`src/rtl/alu_sequencer.sv`:
```
// Initiator side of the ALU start/done handshake: issues one decoded request, waits for done,
// writes the result back and updates Z/C/O/S. Optional wait-phase watchdog: ALU_SEQ_TIMEOUT_EN.
module alu_sequencer #(
  parameter logic [7:0]  IDLE_OP        = 8'h00,
  parameter int unsigned TIMEOUT_CYCLES = 32
) (
  input  logic       clk,
  input  logic       rst,
  input  logic       req_valid,
  output logic       req_ready,
  input  logic [7:0] req_op,
  input  logic [7:0] req_a,
  input  logic [7:0] req_b,
  input  logic [1:0] req_dst,
  input  logic       req_we,
  output logic       alu_start,
  output logic [7:0] alu_cins,
  output logic [7:0] alu_a,
  output logic [7:0] alu_b,
  output logic       alu_oe,
  output logic       alu_carryin,
  input  logic       alu_done,
  input  logic [7:0] alu_out,
  input  logic       alu_carryout,
  input  logic       alu_overout,
  input  logic       alu_cmpo,
  output logic       rf_we,
  output logic [1:0] rf_waddr,
  output logic [7:0] rf_wdata,
  output logic       flag_z,
  output logic       flag_c,
  output logic       flag_o,
  output logic       flag_s,
  output logic       busy,
  output logic       err_timeout
);

  typedef enum logic [2:0] {
    S_IDLE, S_MODE, S_ISSUE, S_WAIT_LO, S_WAIT_HI, S_CAPTURE, S_ERROR
  } state_t;

  localparam logic [7:0] OP_CLRCMP = 8'h50;

  state_t     state, state_nx;
  logic [7:0] op_q, a_q, b_q, res_q;
  logic [1:0] dst_q;
  logic       we_q, cout_q, oout_q, cmp_seen;
  logic       accept, is_mode, timeout_hit;

  assign is_mode = (req_op >= 8'h51) && (req_op <= 8'h54);
  assign accept  = req_valid && req_ready;

`ifdef ALU_SEQ_TIMEOUT_EN
  localparam int unsigned CW = $clog2(TIMEOUT_CYCLES + 1);
  logic [CW-1:0] wait_cnt;
  logic          waiting;

  assign waiting = (state == S_WAIT_LO) || (state == S_WAIT_HI);

  // Counter restarts on every state change, so each wait phase gets its own budget
  always_ff @(posedge clk or negedge rst) begin
    if (!rst)                   wait_cnt <= '0;
    else if (state_nx != state) wait_cnt <= '0;
    else if (waiting)           wait_cnt <= wait_cnt + CW'(1);
  end

  assign timeout_hit = waiting && (wait_cnt == CW'(TIMEOUT_CYCLES - 1));
  assign err_timeout = (state == S_ERROR);
`else
  assign timeout_hit = 1'b0;
  assign err_timeout = 1'b0;
`endif

  always_comb begin
    state_nx = state;
    case (state)
      S_IDLE:    if (accept) state_nx = is_mode ? S_MODE : S_ISSUE;
      S_MODE:    state_nx = S_IDLE;
      S_ISSUE:   state_nx = S_WAIT_LO;
      S_WAIT_LO: begin
        if (!alu_done)        state_nx = S_WAIT_HI;
        else if (timeout_hit) state_nx = S_ERROR;
      end
      S_WAIT_HI: begin
        if (alu_done)         state_nx = S_CAPTURE;
        else if (timeout_hit) state_nx = S_ERROR;
      end
      S_CAPTURE: state_nx = S_IDLE;
      S_ERROR:   state_nx = S_ERROR;
      default:   state_nx = S_IDLE;
    endcase
  end

  always_comb begin
    req_ready = 1'b0;
    alu_start = 1'b0;
    alu_oe    = 1'b0;
    alu_cins  = IDLE_OP;
    rf_we     = 1'b0;
    case (state)
      S_IDLE:    req_ready = 1'b1;
      S_MODE:    alu_cins  = op_q;
      S_ISSUE: begin
        alu_start = 1'b1;
        alu_oe    = 1'b1;
        alu_cins  = op_q;
      end
      S_WAIT_LO, S_WAIT_HI: begin
        alu_oe   = 1'b1;
        alu_cins = op_q;
      end
      S_CAPTURE: begin
        alu_oe   = 1'b1;
        alu_cins = op_q;
        rf_we    = we_q;
      end
      default: ;
    endcase
  end

  assign busy        = (state != S_IDLE);
  assign alu_a       = a_q;
  assign alu_b       = b_q;
  assign alu_carryin = flag_c;
  assign rf_waddr    = dst_q;
  assign rf_wdata    = res_q;

  always_ff @(posedge clk or negedge rst) begin
    if (!rst) begin
      state    <= S_IDLE;
      op_q     <= '0;
      a_q      <= '0;
      b_q      <= '0;
      dst_q    <= '0;
      we_q     <= 1'b0;
      res_q    <= '0;
      cout_q   <= 1'b0;
      oout_q   <= 1'b0;
      cmp_seen <= 1'b0;
      flag_z   <= 1'b0;
      flag_c   <= 1'b0;
      flag_o   <= 1'b0;
      flag_s   <= 1'b0;
    end else begin
      state <= state_nx;
      if (accept) begin
        op_q  <= req_op;
        a_q   <= req_a;
        b_q   <= req_b;
        dst_q <= req_dst;
        we_q  <= req_we;
      end
      case (state)
        S_ISSUE:   cmp_seen <= 1'b0;
        S_WAIT_LO: if (alu_cmpo) cmp_seen <= 1'b1;
        S_WAIT_HI: begin
          if (alu_cmpo) cmp_seen <= 1'b1;
          if (alu_done) begin
            res_q  <= alu_out;
            cout_q <= alu_carryout;
            oout_q <= alu_overout;
          end
        end
        S_CAPTURE: begin
          if (op_q == OP_CLRCMP) begin
            flag_z <= 1'b0;
            flag_c <= 1'b0;
            flag_o <= 1'b0;
            flag_s <= 1'b0;
          end else if (cmp_seen) begin
            flag_z <= (res_q == 8'h00);
            flag_s <= res_q[7];
            flag_c <= cout_q;
            flag_o <= oout_q;
          end
        end
        default: ;
      endcase
    end
  end

endmodule

```
`config.mk`:
```
export PLATFORM = sky130hd
export DESIGN_NAME = alu_sequencer
export DESIGN_NICKNAME = d
export VERILOG_FILES = /design/src/rtl/alu_sequencer.sv
export SDC_FILE = /design/constraint.sdc
export NUM_CORES = 1
export LEC_CHECK = 0
export CORE_UTILIZATION = 46
export CTS_CLUSTER_DIAMETER = 80
export CTS_CLUSTER_SIZE = 14
export DETAILED_ROUTE_END_ITERATION = 12
export PLACE_DENSITY = 0.85
export SLEW_MARGIN = 20
export SYNTH_ARGS = -nofsm -noshare
export SYNTH_HDL_FRONTEND = slang
export SYNTH_SLANG_ARGS = --single-unit
export TNS_END_PERCENT = 5
```
`constraint.sdc`:
```
create_clock -name clk -period 2.3 [get_ports clk]
set_input_delay 0.46 -clock clk [delete_from_list [all_inputs] [get_ports clk]]
set_output_delay 0.46 -clock clk [all_outputs]
set_load 0.03 [all_outputs]
```
==> run summary, run 1 <==
Global Route Usage Sum: 0.198
Final Skew: 8.50 ps
Leakage: 0.00140 uW
period utilization: 0.956
async set-or-reset flop fraction in the synthesized netlist: 1.00
maximum VDD drop: 0.306 mV
register area share after synthesis: 0.533
# Post-CTS Setup Buffers: 0
maxcap violations: 0
die height: 69.7 microns
overall power consumption: 1420 uW
r2r worst-path depth: 4
buffers added on ports: 85
die extent in x: 69.7 microns
cts hold-fix bufs: 0
clock buffer depth: 2
fin util: 0.692
dpl hpwl: 3260 microns
Sink Count: 45
worst path arrival time: 1740 ps
endpoints failing setup: 0
Synthesized Nets: 196
critical-path cell list: buf_4, nor3_4, inv_1, clkdlybuf4s50_1
largest family of logic cells by synthesized area: multiplexers
XOR/XNOR Fraction of Synth Area: 0.00415
CTS buffer count: 5
CTS H-tree lvls: 2
Yosys Warn Count: 0
Rel. slew slack: 0.621
setup slack, reg-to-reg: 510 ps
post-synthesis adder-cell area fraction: 0
CTS tree: built
Routed WL: 4420 microns
global-route wire length before repair: 7510 microns
clk_lat worst skew: 300 ps
grt total ovfl: 0
outcome: complete, no violations
Vias/cell: 5.16
drt initial violations: 92
vias in the first global route: 1572
Post-synth EDFFs: 0
DRC viols: 0
nature of the critical path startpoint: flop
worst r2r src: state[1]$_DFFE_PN0P_
Most used DFF post-synth: dfrtp_1
RSZ-0062 raised after global routing: no
clock period minus worst slack: 2200 ps
Synth Register Bits: 45
worst-margin pin slew: 569 ps
dominant cell type by area after synthesis: dfrtp_1
Synth area leaders: dfrtp_1 (53%), mux2_4 (14%), mux2_2 (9.1%)
Max FO, Critical Path: 10
power density over the cells: 469 nW/um^2
Slew Limit Fails: 0
mux contribution to synthesized area: 0.233
global placement routability congestion: 0.796
fmax: 455 MHz
largest net degree at the start of global routing: 46
ratio of cells with drive above 1 in the final layout: 0.257
Synth Instances: 154
Setup crit end kind: output pin
synthesized area: 2110 sq um
CORE AREA: 4380 sq um
Simple-Gate Fraction of Synth Area: 0.114
Hold Crit Class: input pin to asynchronous set/reset pin
syn avg cell area: 13.7 sq um
top cell type's share of synthesized area: 0.533
Setup Crit Path Kind: flop to output pin
DRT Pass-1 Iters: 4
r2r endpoint: alu_b[0]$_DFFE_PN0P_
Initial Utilization: 0.481
WP data required: 1840 ps
io pins: 87
Site Rows: 24
Worst path slowest cell: clkdlybuf4s50_1
initial antenna violation count: 0
DRT antenna net count: 0
DP Area: 2930 sq um
Final Hold Slack: 243 ps
post-synthesis cell type count: 37
Sum Neg Setup Slack: 0 ps
area grow syn2layout: 43.7%
routed vias: 1513
slowest stage delay, CP: 590 ps
Layout Nets: 282
Final Hold Viols: 0
drt wl/cell: 15.1 microns
DIE AREA: 4860 sq um
ant diodes: 0
clock slew at reported path FFs: 90 ps
Synth Area in Compound Gates: 0.0563
Design Area, Final: 3030 sq um
clock root buffer: clkbuf_8
## how the worst max path moves through the flow
stage	from	to	slack, ps	depth (start not counted)
CTS	state[1]$_DFFE_PN0P_	req_ready	7	3
global placement	state[2]$_DFFE_PN0P_	rf_we	280	3
finish	state[1]$_DFFE_PN0P_	busy	100	4
floorplan	state[2]$_DFFE_PN0P_	alu_a[0]$_DFFE_PN0P_	610	5
detailed placement	state[2]$_DFFE_PN0P_	rf_we	250	3
global route	state[1]$_DFFE_PN0P_	busy	10	4
## Yosys cell counts, drive strengths merged (2+ instances only)
cell type and instances:
nand4bb 2, nor4 2, mux2 37, o311ai 3
nor2 4, inv 7, dfrtp 45, nand2 6
o21ai 3, nand3 2, and2 9, a21oi 3
o211ai 4, nor3 2, nor2b 2, buf 8
## through the flow
| step | instances | worst slack [ps] |
|---|---|---|
| 2_1_floorplan | 154 | 611 |
| 3_3_place_gp | 285 | 281 |
| 3_5_place_dp | 285 | 253 |
| 4_1_cts | 293 | 7.05 |
| 5_1_grt | 293 | 11.1 |
| 6_report | 293 | 100 |
## flip-flops by register name, indices dropped and copies added (netlist names)
signal / cells
oout_q: 1
alu_a: 8
flag_o: 1
flag_s: 1
alu_carryin: 1
state: 3
flag_z: 1
rf_wdata: 8
cout_q: 1
rf_waddr: 2
op_q: 8
we_q: 1
alu_b: 8
cmp_seen: 1
## cell type report
class / count / area (sq um)
clock buffers: 7 / 96.3
clock inverters: 1 / 5.00
fillers: 332 / 1350
inverters: 7 / 26.3
multi-input cells: 93 / 865
flip-flops and latches: 45 / 1130
well taps: 52 / 65.1
repair buffers: 88 / 848
## logic make-up after synthesis
family | count (synthesis)
buf+inv | 16
compound gates | 17
mux | 37
flops | 45
simple gates | 37
other cells | 1
xor+xnor | 1
## per-layer routing
metal	vias up	wire length, microns	GRT usage
met5	-	0	0
met3	6	278	0.0509
met2	53	2160	0.319
met1	738	1940	0.258
met4	0	48	0.0733
li1	716	-	-
## placed cells by master, fill, tap and decap left out, drive strengths merged, types with 3 or more instances in the layout
master | Yosys | layout
clkdlybuf4s50 | 0 | 73
dfrtp | 45 | 45
mux2 | 37 | 37
buf | 8 | 12
and2 | 9 | 9
inv | 7 | 7
clkbuf | 1 | 7
nand2 | 6 | 6
nor2 | 4 | 4
o211ai | 4 | 4
a21oi | 3 | 3
o21ai | 3 | 3
o311ai | 3 | 3
## power breakdown
group          switching, uW  internal [uW]  total, uW  leakage [uW]
Combinational           31.0           63.7       94.8      0.000731
Clock                    264            272        536     0.0000542
Sequential                 0            790        790      0.000618
Total                    296           1130       1420       0.00140
## timing repair
| item | CTS | global route |
|---|---|---|
| endpoints found under the setup margin | 3 | 1 |
| endpoints found under the hold margin | 0 | 0 |
| resized for setup | 3 | 1 |
## worst max-delay path: cells and delay by family, from the launching register on
family / cells / cell delay (ps)
simple gates: 1 / 230
flops: 1 / 390
buf+inv: 3 / 830
Power figures use the tool's default switching activity.
==> run 2: changes to the inputs <==
--- a/config.mk
+++ b/config.mk
@@ -9,7 +9,7 @@
 export CTS_CLUSTER_DIAMETER = 80
 export CTS_CLUSTER_SIZE = 14
 export DETAILED_ROUTE_END_ITERATION = 12
-export PLACE_DENSITY = 0.85
+export PLACE_DENSITY = 0.95
 export SLEW_MARGIN = 20
 export SYNTH_ARGS = -nofsm -noshare
 export SYNTH_HDL_FRONTEND = slang
==> run 2 against run 1 <==
Effect of this change: maximum frequency is 3.4% lower; register-to-register slack worse by 40 ps; die area stayed put; worst setup slack worse by 78 ps; sequential cell count stayed put; clock power is 16% lower; critical path type unchanged.
==> run summary, run 2 (synthesis gave the netlist of run 1 again) <==
outcome: complete, no violations (unchanged)
CORE AREA: 4380 sq um (unchanged)
DRC viols: 0 (unchanged)
Setup Crit Path Kind: flop to output pin (unchanged)
clock buffer depth: 2 (unchanged)
dpl hpwl: 3590 microns (was 3260 microns)
Leakage: 0.00138 uW (was 0.00140 uW)
CTS buffer count: 5 (unchanged)
period utilization: 0.990 (was 0.956)
most frequent cells in the layout: clkdlybuf4s50_1 (73), dfrtp_1 (44), mux2_4 (20) (unchanged)
maxcap violations: 0 (unchanged)
fin util: 0.686 (was 0.692)
clock network power share: 0.336 (was 0.377)
nature of the critical path startpoint: flop (unchanged)
fmax: 439 MHz (was 455 MHz)
grt total ovfl: 0 (unchanged)
WP data required: 1840 ps (about the same)
Initial Utilization: 0.481 (unchanged)
maximum VDD drop: 0.329 mV (was 0.306 mV)
DRT Pass-1 Iters: 4 (unchanged)
vias in the first global route: 1518 (was 1572)
worst path arrival time: 1820 ps (was 1740 ps)
fillers: 327 (was 332)
clk_lat worst skew: 290 ps (was 300 ps)
Routed WL: 4820 microns (was 4420 microns)
part of the power in combinational logic: 0.073 (was 0.067)
clock slew at reported path FFs: 80 ps (was 90 ps)
Switching Power: 282 uW (was 296 uW)
ratio of cells with drive above 1 in the final layout: 0.252 (was 0.257)
cts hold-fix bufs: 0 (unchanged)
post-route worst setup slack: 22.5 ps (was 100 ps)
RSZ-0062 raised after global routing: yes (was no)
Layout Cells excl Fill: 290 (was 293)
Int Power: 1050 uW (was 1130 uW)
routed vias: 1489 (was 1513)
setup slack at placement: 204 ps (was 253 ps)
drt wl/cell: 16.6 microns (was 15.1 microns)
DRT antenna net count: 0 (unchanged)
die height: 69.7 microns (unchanged)
io pins: 87 (unchanged)
drt initial violations: 106 (was 92)
ant diodes: 0 (unchanged)
Final Skew: 2.48 ps (was 8.50 ps)
Final Hold Viols: 0 (unchanged)
buffers added on ports: 85 (unchanged)
Sink Count: 45 (unchanged)
endpoints failing setup: 0 (unchanged)
DIE AREA: 4860 sq um (unchanged)
Slew Limit Fails: 0 (unchanged)
global placement routability congestion: 0.805 (was 0.796)
CTS tree: built (unchanged)
# Post-CTS Setup Buffers: 0 (unchanged)
Vias/cell: 5.13 (was 5.16)
global-route wire length before repair: 7850 microns (was 7510 microns)
power density over the cells: 445 nW/um^2 (was 469 nW/um^2)
Setup crit end kind: output pin (unchanged)
Hold Crit Class: input pin to asynchronous set/reset pin (unchanged)
Switching Fraction: 0.211 (was 0.208)
Layout Nets: 281 (was 282)
area grow syn2layout: 42.4% (was 43.7%)
clock period minus worst slack: 2280 ps (was 2200 ps)
dpl cells: 284 (was 285)
initial antenna violation count: 0 (unchanged)
CTS H-tree lvls: 2 (unchanged)
die extent in x: 69.7 microns (unchanged)
Site Rows: 24 (unchanged)
Global Route Usage Sum: 0.210 (was 0.198)
sequential share of power: 0.591 (was 0.556)
largest net degree at the start of global routing: 33 (was 46)
clock root buffer: clkbuf_8 (unchanged)
most common cell after layout, fill and taps aside: clkdlybuf4s50_1 (unchanged)
Max FO, Critical Path: 9 (was 10)
[run 2: cell types whose count changed in the layout (fill, tap and decap cells not counted), sizes merged]
cell / previous run / this run
dlymetal6s2s: 1 / 2
buf: 12 / 11
clkbuf: 7 / 5
dlygate4sd2: 2 / 1
[run 2: critical path, cell delays in order, from the launching register on]
cell and delay (ps):
dfrtp_1 490, nand2b_1 210, nor2_1 130, clkdlybuf4s50_1 700
[run 2: power groups by stage]
| stage | clock (uW) | combinational [uW] | sequential, uW |
|---|---|---|---|
| after floorplan | 0 | 7.33 | 806 |
| after detailed placement | 0 | 97.4 | 806 |
| final | 449 | 97.5 | 790 |
| after CTS | 462 | 99.1 | 790 |
| after global placement | 0 | 95.6 | 806 |
| after global routing | 495 | 105 | 790 |
[run 2: worst paths after layout]
check                                     start                       to  slack (ps)  cells past startpoint
max                        state[0]$_DFFE_PN0P_                alu_start          20                      3
min                                         rst  rf_wdata[5]$_DFFE_PN0P_          50                      1
max reg2reg                state[2]$_DFFE_PN0P_      op_q[7]$_DFFE_PN0P_         470                      3
min reg2reg                alu_b[1]$_DFFE_PN0P_     alu_b[1]$_DFFE_PN0P_         510                      1
max in group asynchronous                   rst     alu_a[3]$_DFFE_PN0P_        1540                      2
min in group clk           alu_b[1]$_DFFE_PN0P_     alu_b[1]$_DFFE_PN0P_         510                      1
[run 2: metrics by stage]
| step | cell area (sq um) | setup TNS [ps] | hold slack, ps | total power (uW) |
|---|---|---|---|---|
| after floorplan | 2110 | 0 | 164 | 814 |
| after global placement | 2920 | 0 | 370 | 902 |
| after detailed placement | 2920 | 0 | 371 | 904 |
| after CTS | 3000 | 0 | 52.4 | 1350 |
| after global routing | 3010 | -19.5 | 57.1 | 1390 |
| final | 3010 | 0 | 48.9 | 1340 |
[run 2: per-layer routing]
metal / global-route usage / part of all wire
met3: 0.0305 / 0.035
met5: 0 / 0
met2: 0.348 / 0.52
met4: 0.0667 / 0.013
met1: 0.285 / 0.44
[run 2: area by class of cell]
type | count | area, sq um | area share
inverter | 7 | 26.3 | 0.00874
multi-input combinational | 93 | 868 | 0.289
tap | 52 | 65.1 | 0.0216
sequential | 45 | 1130 | 0.375
clock buffer | 5 | 68.8 | 0.0229
clock inverter | 1 | 5.00 | 0.00167
timing repair buffer | 87 | 845 | 0.281
[run 2: repair_timing]
| action | CTS | global route |
|---|---|---|
| gates resized for setup | 1 | 4 |
| endpoints found under the hold margin | 0 | 0 |
| gates cloned | 0 | 0 |
| setup endpoints to repair | 1 | 10 |
==> RTL edit 1, RTL diff (config.mk and constraints of run 2) <==
Build with the macro `ALU_SEQ_TIMEOUT_EN` defined.
--- a/src/rtl/alu_sequencer.sv
+++ b/src/rtl/alu_sequencer.sv
@@ -1,4 +1,6 @@
 // Initiator side of the ALU start/done handshake: issues one decoded request, waits for done,
 // writes the result back and updates Z/C/O/S. Optional wait-phase watchdog: ALU_SEQ_TIMEOUT_EN.
+`define ALU_SEQ_TIMEOUT_EN
+
 module alu_sequencer #(
   parameter logic [7:0]  IDLE_OP        = 8'h00,
Behaviour: same outputs for any inputs over 10 cycles, from zero or initial values and one cycle with rst low; that may be too few to reach the edited logic, so the function may still have changed.
==> RTL edit 1 against run 2 <==
Area after synthesis rose by 11%; sequential cell count up 6; fmax up 4.3%; worst setup slack improved by 0.093 ns; die area is 11% higher; worst hold slack gained 0.12 ns; synthesized cell count increased by 51%; design area up 13%; wire length grew 17%.
Power is left out: it rests on default switching activity, and per cell area and clock period it moved more than threefold.
==> RTL edit 1: results (changes against run 2) <==
** Logic synthesis
- Largest cells by area after synthesis: sky130_fd_sc_hd__dfrtp_1 54%, sky130_fd_sc_hd__nand2_1 14%, sky130_fd_sc_hd__mux2_2 4.8% (was sky130_fd_sc_hd__dfrtp_1 53%, sky130_fd_sc_hd__mux2_4 14%, sky130_fd_sc_hd__mux2_2 9.1%).
- Yosys warnings :: 0 (unchanged)
- The number of distinct library cells after synthesis was 42 (was 37).
- Leading cell types by count after synthesis: 86 x sky130_fd_sc_hd__nand2_1, 51 x sky130_fd_sc_hd__dfrtp_1, 10 x sky130_fd_sc_hd__and2_1, 10 x sky130_fd_sc_hd__mux2_2, 7 x sky130_fd_sc_hd__o21ai_0 (was 45 x sky130_fd_sc_hd__dfrtp_1, 20 x sky130_fd_sc_hd__mux2_4, 17 x sky130_fd_sc_hd__mux2_2).
- Cell count after synthesis :: 232 (was 154)
- The proportion of synthesized chip area in sequential cells is 0.543 (was 0.533).
- Syn Nets :: 275 (was 196)

** Clock network
- The number of gates resized after cts came to 4 (was 1).
- The clock insertion delay at the later pin of the skew report was 0.31 ns (was 0.29 ns).

** Global route
- Largest net degree at the start of global routing :: 28 (was 33)
- The wire length of the first global-routing pass was 9080 um (was 7850 um).
- The met3 usage in global routing is 0.0672 (was 0.0305).
- Global-route usage over all layers :: 0.223 (was 0.210)
- The number of antenna violations at the first check in global routing was 0 (unchanged).
- Met2 track utilization from global routing :: 0.389 (was 0.348)

** Cells and area
- Layout Nets :: 367 (was 281)
- Share of layout cells above drive strength 1 :: 0.142 (was 0.252)

** Placement
- The cell area reported after detailed placement was 0.00329 mm^2 (was 0.00292 mm^2).
- Port buffer count :: 86 (was 85)
- Post-placement worst setup slack :: 0.202 ns (was 0.204 ns)

** Detailed routing
- Routed wire length on met2 :: 2860 um (was 2480 um)
- Drt initial violations :: 85 (was 106)
- Met1 Wirelength :: 2330 um (was 2100 um)
- Post-detailed-route via-to-cell ratio :: 5.11 (was 5.13)
- Met3 wirelength from detailed routing :: 373 um (was 169 um)

** Setup path
- FF-to-FF End :: wait_cnt[3] (was op_q[7])
- The timing startpoint of the critical path is state[1] (was state[0]).
- The register-to-register setup slack is 0.43 ns (was 0.47 ns).
- The end point of the critical path is busy (was alu_start).
- The number of cells on the worst reg-to-reg path is 5 (was 3).
- Critical path data arrival time :: 1.72 ns (was 1.82 ns)
- The highest fanout seen on the critical path was 5 (was 9).

** Outcome
- Status: complete, no violations (unchanged).

** Timing
- The worst hold margin was 0.173 ns (was 0.0489 ns).
[RTL edit 1: changes by cell type after synthesis, sizes merged, moves of 2 or more]
cell,change
a211oi,+5
o21ai,+4
xor2,+3
mux2,-27
o211ai,-3
and3,+2
a22o,+4
nand2,+81
dfrtp,+6
a21o,+3
o311ai,-3
inv,-3
o2111ai,+2
nor2b,-2
[RTL edit 1: cell families after synthesis]
kind of cell / synth area share
flip-flops: 0.543
multiplexers: 0.0522
AO/OA/AOI/OAI: 0.100
adder cells (fa/ha/maj): 0.00533
buffers and inverters: 0.0373
XOR/XNOR: 0.0186
AND/OR/NAND/NOR: 0.243
[RTL edit 1: area by class of cell]
| cell class | count | area [um^2] |
|---|---|---|
| tap | 67 | 83.8 |
| fill | 372 | 1430 |
| sequential | 51 | 1280 |
| timing repair buffer | 96 | 931 |
| clock buffer | 6 | 82.6 |
| multi-input combinational | 166 | 985 |
| inverter | 4 | 15.0 |
| clock inverter | 2 | 16.3 |
==> RTL edit 2, RTL diff (flow settings as in run 2) <==
Without the edit above. Re-encode `state_t` (7 states) as one-hot, 7 bits wide.
--- a/src/rtl/alu_sequencer.sv
+++ b/src/rtl/alu_sequencer.sv
@@ -36,6 +36,6 @@
 );
 
-  typedef enum logic [2:0] {
-    S_IDLE, S_MODE, S_ISSUE, S_WAIT_LO, S_WAIT_HI, S_CAPTURE, S_ERROR
+  typedef enum logic [6:0] {
+    S_IDLE = 7'b0000001, S_MODE = 7'b0000010, S_ISSUE = 7'b0000100, S_WAIT_LO = 7'b0001000, S_WAIT_HI = 7'b0010000, S_CAPTURE = 7'b0100000, S_ERROR = 7'b1000000
   } state_t;
 
Function: no difference found for any inputs over 10 cycles, from zero or initial values and one cycle with rst low; not proved beyond that.
==> RTL edit 2 against run 2 <==
Sequential cell count up 4; critical path depth up 3; die area up 7.1%; area after synthesis up 7.3%; design area up 14%; worst setup slack worse by 0.013 ns; synthesized cell count up 12%; wire length up 13%.
Power is not compared: it rests on default switching activity, and its combinational part moved more than twofold at a synthesized area within 25%.
==> RTL edit 2: results (changes against run 2) <==
** Outcome
- Status :: complete, no violations (unchanged)

** Logic synthesis
- Leading cell types by count after synthesis: 48 x sky130_fd_sc_hd__dfrtp_1, 19 x sky130_fd_sc_hd__mux2_1, 12 x sky130_fd_sc_hd__and2_1 (was 45 x sky130_fd_sc_hd__dfrtp_1, 20 x sky130_fd_sc_hd__mux2_4, 17 x sky130_fd_sc_hd__mux2_2).
- Largest cells by area after synthesis :: sky130_fd_sc_hd__dfrtp_1 53%, sky130_fd_sc_hd__mux2_1 9.4%, sky130_fd_sc_hd__mux2_4 6.0% (was sky130_fd_sc_hd__dfrtp_1 53%, sky130_fd_sc_hd__mux2_4 14%, sky130_fd_sc_hd__mux2_2 9.1%)
- The proportion of synthesized chip area in sequential cells is 0.542 (was 0.533).
- The number of warnings reported in the yosys synthesis log was 0 (unchanged).
- Mean cell area of the mapped netlist :: 13.2 um^2 (was 13.7 um^2)
- Share of flip-flops with an asynchronous set or reset after synthesis :: 1.00 (unchanged)
- Syn Nets :: 214 (was 196)
- Cell variety after synth :: 41 (was 37)

** Clock network
- Num CTS Buffers :: 5 (unchanged)
- The root buffer cell was sky130_fd_sc_hd__clkbuf_8 (unchanged).
- Number of levels the H-tree was split into :: 2 (unchanged)
- The clock slew seen by the registers of the worst setup and hold paths is 0.10 ns (was 0.08 ns).

** Detailed routing
- The routed wire length per instance was 16.2 um (was 16.6 um).
- The detailed-routing iteration count for the pre-antenna-repair pass came to 4 (unchanged).
- The first-iteration detailed-routing DRC count came to 159 (was 106).
- Post-detailed-route via-to-cell ratio :: 5.11 (was 5.13)

** Cells and area
- The number of antenna diodes came to 0 (unchanged).
- Share of layout cells above drive strength 1 :: 0.297 (was 0.252)
- Layout fillers :: 340 (was 327)
- Non-filler instance count after layout :: 336 (was 290)
- The number of nets in the finished design came to 310 (was 281).

** Hold path
- The type of the most critical hold path is in -> async (unchanged).

** Setup path
- The critical-path cell with the highest stage delay is sky130_fd_sc_hd__dfrtp_1 (was sky130_fd_sc_hd__clkdlybuf4s50_1).
- The highest cell delay on the worst timing path came to 0.43 ns (was 0.70 ns).
- The kind of cell adding the most delay to the critical path is compound AO/OA/AOI/OAI gates (was buffers and inverters).
- Max Fanout on Critical Path :: 8 (was 9)
- For the worst setup path, the data arrival time is approximately 1.8 ns.

** Global route
- The via count of the first global-routing pass was 1794 (was 1518).
- The wire length of the first global-routing pass came to 8420 um (was 7850 um).
- The pin count of the biggest net entering global routing is 50 (was 33).
- Antenna violations before repair :: 0 (unchanged)
- The overall track demand over capacity in global routing was 0.210 (about the same).

** Placement
- The number of cells after detailed placement is 325 (was 284).
- Post-placement worst setup slack :: -0.117 ns (was 0.204 ns)
- The count of buffers inserted at the top-level ports came to 85 (unchanged).
- The final RePlAce weighted congestion came to 0.842 (was 0.805).
- The cell area reported after detailed placement came to 0.00320 mm^2 (was 0.00292 mm^2).
- The HPWL after detailed placement came to 3890 um (was 3590 um).

** Timing
- Worst Clk Skew :: 0.00967 ns (was 0.00248 ns)

** Power
- Worst ir drop on vdd :: 0.749 mV
- LEAKAGE :: 0.00152 uW
==> RTL edit 2: repair_timing <==
| item | CTS | global route |
|---|---|---|
| setup endpoints to repair | 11 | 12 |
| hold endpoints to repair | 0 | 0 |
| pin swaps | 0 | 12 |
| resized for setup | 5 | 30 |
| buffers inserted | 0 | 3 |
==> RTL edit 2: cell type report <==
class	instances	area (um^2)	share of cell area
flip-flops and latches	49	1230	0.360
multi-input cells	112	1020	0.298
repair buffers	98	966	0.283
well taps	67	83.8	0.0245
clock buffers	5	68.8	0.0201
clock inverters	3	43.8	0.0128
inverters	2	7.51	0.00220
==> RTL edit 2: path summary, 6_finish.rpt <==
path | start | endpoint | slack (ns) | cells after the start
max | state[2] | alu_cins[4] | 0.009 | 6
min | rst | cmp_seen | 0.13 | 2
max reg2reg | state[3] | alu_b[3] | 0.42 | 7
min reg2reg | alu_a[4] | alu_a[4] | 0.50 | 1
max in group asynchronous | rst | state[0] | 1.90 | 2
min in group clk | alu_a[4] | alu_a[4] | 0.50 | 1
==> RTL edit 2: cell families (layout without fill, tap and decap cells) <==
group,count (synthesis),count (layout),synth area share
other cells,1,1,0.00166
flops,49,49,0.542
xor+xnor,3,3,0.0116
mux,37,37,0.199
simple gates,56,56,0.160
buf+inv,11,108,0.0348
compound gates,15,15,0.0508
==> RTL edit 2: per-layer routing <==
layer	global-route usage	share of wire	up-vias
met1	0.263	0.41	842
met3	0.0486	0.056	10
met5	0	0	-
met2	0.369	0.53	65
li1	-	-	799
met4	0.0523	0.010	0
==> RTL edit 2: power by group <==
part           switching [uW]  leakage, uW  internal (uW)
registers                 206     0.000615           1180
clock network             289    0.0000585            326
logic                    1090     0.000843            999
total                    1590      0.00152           2500
